--- src/rtl/enemy_fire_pkg.sv ---
// Shared types and pick helpers for the enemy fire scheduler.
package enemy_fire_pkg;

    localparam int unsigned COORD_W    = 10;
    localparam int unsigned PICK_W     = 32;
    localparam int unsigned PICK_IDX_W = 5;

    typedef enum logic [1:0] {IDLE, ARB, ISSUE} fire_state_t;

    typedef struct packed {
        logic                  valid;
        logic [PICK_IDX_W-1:0] idx;
    } pick_t;

    // First set bit scanning ptr, ptr+1, ... with wrap; callers zero-extend narrower masks.
    function automatic pick_t rr_pick(input logic [PICK_W-1:0] elig,
                                      input logic [PICK_IDX_W-1:0] ptr);
        pick_t hi;
        pick_t lo;
        hi = '0;
        lo = '0;
        for (int i = PICK_W - 1; i >= 0; i--) begin
            if (elig[i]) begin
                if (PICK_IDX_W'(i) >= ptr) begin
                    hi.valid = 1'b1;
                    hi.idx   = PICK_IDX_W'(i);
                end else begin
                    lo.valid = 1'b1;
                    lo.idx   = PICK_IDX_W'(i);
                end
            end
        end
        return hi.valid ? hi : lo;
    endfunction

    // Lowest set bit of a mask.
    function automatic pick_t lowest_free(input logic [PICK_W-1:0] mask);
        pick_t r;
        r = '0;
        for (int i = PICK_W - 1; i >= 0; i--) begin
            if (mask[i]) begin
                r.valid = 1'b1;
                r.idx   = PICK_IDX_W'(i);
            end
        end
        return r;
    endfunction

endpackage

--- src/rtl/enemy_fire_scheduler_rr_arbiter.sv ---
// Combinational round-robin pick with an external priority pointer.
module rr_arbiter
    import enemy_fire_pkg::*;
#(
    parameter  int unsigned N  = 4,
    localparam int unsigned IW = (N > 1) ? $clog2(N) : 1
) (
    input  logic [N-1:0]  elig,
    input  logic [IW-1:0] ptr,
    output logic          valid_c,
    output logic [IW-1:0] idx_c
);

    pick_t pick;

    // Delegate the scan to the shared package helper.
    assign pick    = rr_pick(PICK_W'(elig), PICK_IDX_W'(ptr));
    assign valid_c = pick.valid;
    assign idx_c   = IW'(pick.idx);

endmodule

--- src/rtl/enemy_fire_scheduler.sv ---
// Per-frame round-robin binding of enemy launch requests to free bullet slots.
module enemy_fire_scheduler
    import enemy_fire_pkg::*;
#(
    parameter int unsigned N_REQ    = 4,
    parameter int unsigned N_SLOT   = 3,
    parameter int unsigned COOLDOWN = 20
) (
    input  logic                     Clk,
    input  logic                     Reset,
    input  logic                     frame_clk,
    input  logic                     enable,
    input  logic [N_REQ-1:0]         req,
    input  logic [N_REQ*COORD_W-1:0] req_x,
    input  logic [N_REQ*COORD_W-1:0] req_y,
    input  logic [N_SLOT-1:0]        slot_done,
    output logic [N_REQ-1:0]         grant,
    output logic [N_SLOT-1:0]        slot_fire,
    output logic [COORD_W-1:0]       fire_x,
    output logic [COORD_W-1:0]       fire_y,
    output logic [N_SLOT-1:0]        slot_busy
);

    localparam int unsigned PTR_W = (N_REQ > 1) ? $clog2(N_REQ) : 1;
    localparam int unsigned CD_W  = $clog2(COOLDOWN + 1);

    fire_state_t        state;
    logic               frame_sync;
    logic               frame_dly;
    logic               fr_edge;
    logic [PTR_W-1:0]   rr_ptr;
    logic [CD_W-1:0]    cooldown [N_REQ];

    logic [N_REQ-1:0]   elig_c;
    logic [N_SLOT-1:0]  free_c;
    logic               win_valid_c;
    logic [PTR_W-1:0]   win_idx_c;
    pick_t              slot_pick_c;
    logic [N_REQ-1:0]   grant_oh_c;
    logic [N_SLOT-1:0]  slot_oh_c;
    logic [COORD_W-1:0] x_arr_c [N_REQ];
    logic [COORD_W-1:0] y_arr_c [N_REQ];

    // Eligibility and unpacked coordinate views.
    always_comb begin
        for (int i = 0; i < int'(N_REQ); i++) begin
            elig_c[i]  = req[i] & (cooldown[i] == '0) & enable;
            x_arr_c[i] = req_x[i*COORD_W +: COORD_W];
            y_arr_c[i] = req_y[i*COORD_W +: COORD_W];
        end
    end

    rr_arbiter #(.N(N_REQ)) u_rr_arbiter (
        .elig    (elig_c),
        .ptr     (rr_ptr),
        .valid_c (win_valid_c),
        .idx_c   (win_idx_c)
    );

    assign free_c      = ~slot_busy;
    assign slot_pick_c = lowest_free(PICK_W'(free_c));
    assign grant_oh_c  = N_REQ'(1) << win_idx_c;
    assign slot_oh_c   = N_SLOT'(1) << slot_pick_c.idx;

    // Frame edge detect, cooldowns, slot occupancy and the IDLE/ARB/ISSUE sequencer.
    always_ff @(posedge Clk or negedge Reset) begin
        if (!Reset) begin
            state      <= IDLE;
            frame_sync <= 1'b0;
            frame_dly  <= 1'b0;
            fr_edge    <= 1'b0;
            rr_ptr     <= '0;
            grant      <= '0;
            slot_fire  <= '0;
            fire_x     <= '0;
            fire_y     <= '0;
            slot_busy  <= '0;
            for (int i = 0; i < int'(N_REQ); i++) cooldown[i] <= '0;
        end else begin
            // Extra flop ahead of the edge detector because frame_clk is asynchronous.
            frame_sync <= frame_clk;
            frame_dly  <= frame_sync;
            fr_edge    <= frame_sync & ~frame_dly;
            grant      <= '0;
            slot_fire  <= '0;
            slot_busy  <= slot_busy & ~slot_done;
            case (state)
                IDLE: begin
                    if (fr_edge) begin
                        state <= ARB;
                        for (int i = 0; i < int'(N_REQ); i++) begin
                            if (cooldown[i] != '0) cooldown[i] <= cooldown[i] - CD_W'(1);
                        end
                    end
                end
                ARB: begin
                    state <= IDLE;
                    if (win_valid_c && slot_pick_c.valid) begin
                        state               <= ISSUE;
                        grant               <= grant_oh_c;
                        slot_fire           <= slot_oh_c;
                        fire_x              <= x_arr_c[win_idx_c];
                        fire_y              <= y_arr_c[win_idx_c];
                        slot_busy           <= (slot_busy & ~slot_done) | slot_oh_c;
                        cooldown[win_idx_c] <= CD_W'(COOLDOWN);
                        rr_ptr              <= (win_idx_c == PTR_W'(N_REQ - 1)) ? '0
                                                                               : win_idx_c + PTR_W'(1);
                    end
                end
                ISSUE:   state <= IDLE;
                default: state <= IDLE;
            endcase
        end
    end

endmodule

--- config.mk ---
export PLATFORM = sky130hd
export DESIGN_NAME = enemy_fire_scheduler
export DESIGN_NICKNAME = d
export VERILOG_FILES = /design/src/rtl/enemy_fire_pkg.sv /design/src/rtl/enemy_fire_scheduler_rr_arbiter.sv /design/src/rtl/enemy_fire_scheduler.sv
export SDC_FILE = /design/constraint.sdc
export NUM_CORES = 1
export LEC_CHECK = 0
export ABC_AREA = 1
export BUFFER_PORTS_ARGS = -buffer_cell sky130_fd_sc_hd__buf_2
export CORE_ASPECT_RATIO = 0.9
export CORE_MARGIN = 2
export CORE_UTILIZATION = 45
export DETAILED_ROUTE_END_ITERATION = 8
export GPL_TIMING_DRIVEN = 0
export PLACE_DENSITY = 0.71
export SETUP_SLACK_MARGIN = 0.02
export SLEW_MARGIN = 20
export SYNTH_ARGS = -nofsm -noshare
export SYNTH_HDL_FRONTEND = slang
export SYNTH_SLANG_ARGS = --single-unit
export TNS_END_PERCENT = 50
--- constraint.sdc ---
create_clock -name Clk -period 6.85 [get_ports Clk]
set_input_delay 1.37 -clock Clk [delete_from_list [all_inputs] [get_ports Clk]]
set_output_delay 1.37 -clock Clk [all_outputs]
set_load 0.005 [all_outputs]
==> metrics.csv <==
metric,value,unit
outcome,"finished, final reports clean",
synth_top_area_frac,0.348,
hp-class,flip-flop to flip-flop,
gp_congestion,0.943,
cts_setup_buffers,0,
clk_pin_slew,60,ps
max_freq,312,MHz
io_pins,121,
clock-sinks,57,
cts_root_buffer,clkbuf_8,
synthToLayoutAreaGrowth,24.1,%
syn_area_per_cell,6.64,um^2
crit_path_end_kind,flip-flop,
gr-total-overflow,0,
rows,33,
crit_arrival,3470,ps
die_h,94.5,um
p_total,1770,uW
antenna_found_initial,0,
dpl.hpwl,8.10,mm
grt_pass1_wl,17.7,mm
first_global_vias,3895,
p_leak,0.00307,uW
crit_family,simple AND/OR/NAND/NOR gates,
min_period_over_period,0.468,
worst_pin_slew,744,ps
critical_path.max_stage_delay,230,ps
dr.pass1.iters,5,
htree_levels,3,
io_buffer_count,120,
rrSetupSlack,4010,ps
r2r-start,cooldown[5],
synth_top_area_cell,dfrtp_1,
cts_tree,built,
routed_wirelength,10.8,mm
vias_per_cell,4.99,
drive_above_1_share,0.247,
final_antenna_net_count,0,
power-per-cell-area,349,nW/um^2
core_area,9000,um^2
die_w,105,um
hold_viol_final,0,
routedWlPerCell,12.3,um
relSlewSlack,0.499,
synth.distinct_cells,31,
ctsResizeCount,0,
grt_max_degree,58,
fin_tns_setup,0,ps
crit_buf_inv,5,
worst_path_most_repeated_cell,inv_1,
cts_buffers,9,
hold_buffers,0,
ff2ff_path_depth,17,
ys.warnings.count,0,
setup_viol,0,
rsz0062_at_grt,false,
vias,4362,
vdd_drop_max,0.175,mV
critPathCapture,cooldown[18],
dieArea,9890,um^2
startpoint_type,input port,
cts_buffer_depth,2,
cap_viol_max_count,0,
path_class,input port to flip-flop,
synthesis.nets,719,
fin_nets,850,
drt_iter0_drc,209,
critical_path.max_fanout,11,
syn_area,4100,um^2
netlist_top_cells_area,"dfrtp_1 (35%), nand2_1 (16%), nand3_1 (15%)",
slew_viol_final,0,
clock_latency,350,ps
crit_required,7120,ps
worstPathCellList,buf_2 -> nand2_1 -> inv_1 -> nand4_1 -> nor2_2 -> nand3_2 -> nand2_4 -> buf_6 -> inv_1 -> ha_1 -> inv_1 -> nor2_1 -> a211oi_1 -> a31o_2 -> nand2_1 -> o21ai_1,
ys_ff_latch,57,
n_antenna_cell,0,
reg2reg_to,cooldown[18],
startpoint,enable,
cpMaxStageDelayCell,ha_1,
drc_errors,0,
initial_utilization,0.455,
grt_use_total,0.222,
worst-path-stages,16,
finClkSkew,12.0,ps
synthCells,617,
post-route-min-period,3210,ps
ys_seq_area_frac,0.348,
## layout by cell type (no fill, tap or decap), types with 3 or more instances in the layout
master and instances:
nand2_1 174, xnor2_1 5, o21ai_1 5, clkbuf_8 11
inv_1 116, nand3_2 4, nand3_1 121, ha_1 11
buf_2 135, buf_4 9, nor3_1 5, xor2_1 3
dfrtp_1 57, clkbuf_1 4, nand4_1 19, nor2_2 4
inv_2 4, o22ai_1 3, nor2_1 18, nand2_4 3
nand2_2 3, o21ai_0 22
## worst min-delay path by stage
stage                    start   endpoint  slack [ps]  depth (start not counted)
floorplan           frame_sync  frame_dly         350                          0
finish              frame_sync  frame_dly         380                          0
CTS                 frame_sync  frame_dly         380                          0
global placement    frame_sync  frame_dly         360                          0
global route        frame_sync  frame_dly         390                          0
detailed placement  frame_sync  frame_dly         360                          0
## cells by family (layout without fill, tap and decap cells)
logic type	count (synthesis)	after routing	share of synthesized area
xor+xnor	8	8	0.0171
flops	57	57	0.348
fa+ha+maj	11	11	0.0336
compound gates	36	36	0.0485
buf+inv	149	285	0.152
simple gates	356	356	0.400
## cell type report
class,count,area [um^2]
clock buffer,12,155
sequential,57,1430
buffer,29,174
multi-input combinational,411,2050
clock inverter,4,75.1
timing repair buffer,120,603
tap,122,153
fill,889,3920
inverter,120,450
## cells in the mapped netlist, drive strengths merged
| cell | instances |
|---|---|
| nand2 | 180 |
| a211oi | 1 |
| a21boi | 1 |
| nor3 | 6 |
| nand4 | 20 |
| dfrtp | 57 |
| o21ai | 28 |
| a31oi | 2 |
| inv | 120 |
| clkbuf | 3 |
| nor2 | 24 |
| o22ai | 3 |
| buf | 26 |
| xnor2 | 5 |
| ha | 11 |
| nand3 | 125 |
| and2 | 1 |
| a31o | 1 |
| xor2 | 3 |
## worst register-to-register path: cells and delay by family (launching register included)
kind                       cells  cell delay, ps
and+or+nand+nor                7            1090
buffers and inverters          5             530
DFF                            1             410
adders and majority gates      2             370
AOI/OAI and AO/OA              3             340
## per-stage QoR
step	hold WS, ps	setup slack (ps)	instance area [um^2]	instances	util
finish	376	3640	5080	875	0.565
global route	390	3440	5080	875	0.565
CTS	377	3660	5080	875	0.565
detailed placement	362	3300	4850	859	0.539
global placement	360	3350	4850	859	0.539
floorplan	354	3870	4100	617	-
## power breakdown
group	total (uW)	switching [uW]	internal (uW)
combinational	857	516	341
clock	364	139	225
sequential	553	98.8	455
## state kept, by name (all words and copies together), names as in the netlist
signal / count
cooldown: 20
fire_x: 10
fire_y: 10
fr_edge: 1
frame_dly: 1
frame_sync: 1
grant: 4
rr_ptr: 2
slot_busy: 3
slot_fire: 3
state: 2
## routing by layer
metal,global-route usage,vias up,routed length [um],share of wire
met5,0,-,0,0
met2,0.368,167,5130,0.47
met3,0.0594,6,725,0.067
met1,0.296,1988,4870,0.45
met4,0.0422,0,74,0.0069
li1,-,2201,-,-
Note: power is estimated with default switching activity, not from simulation.
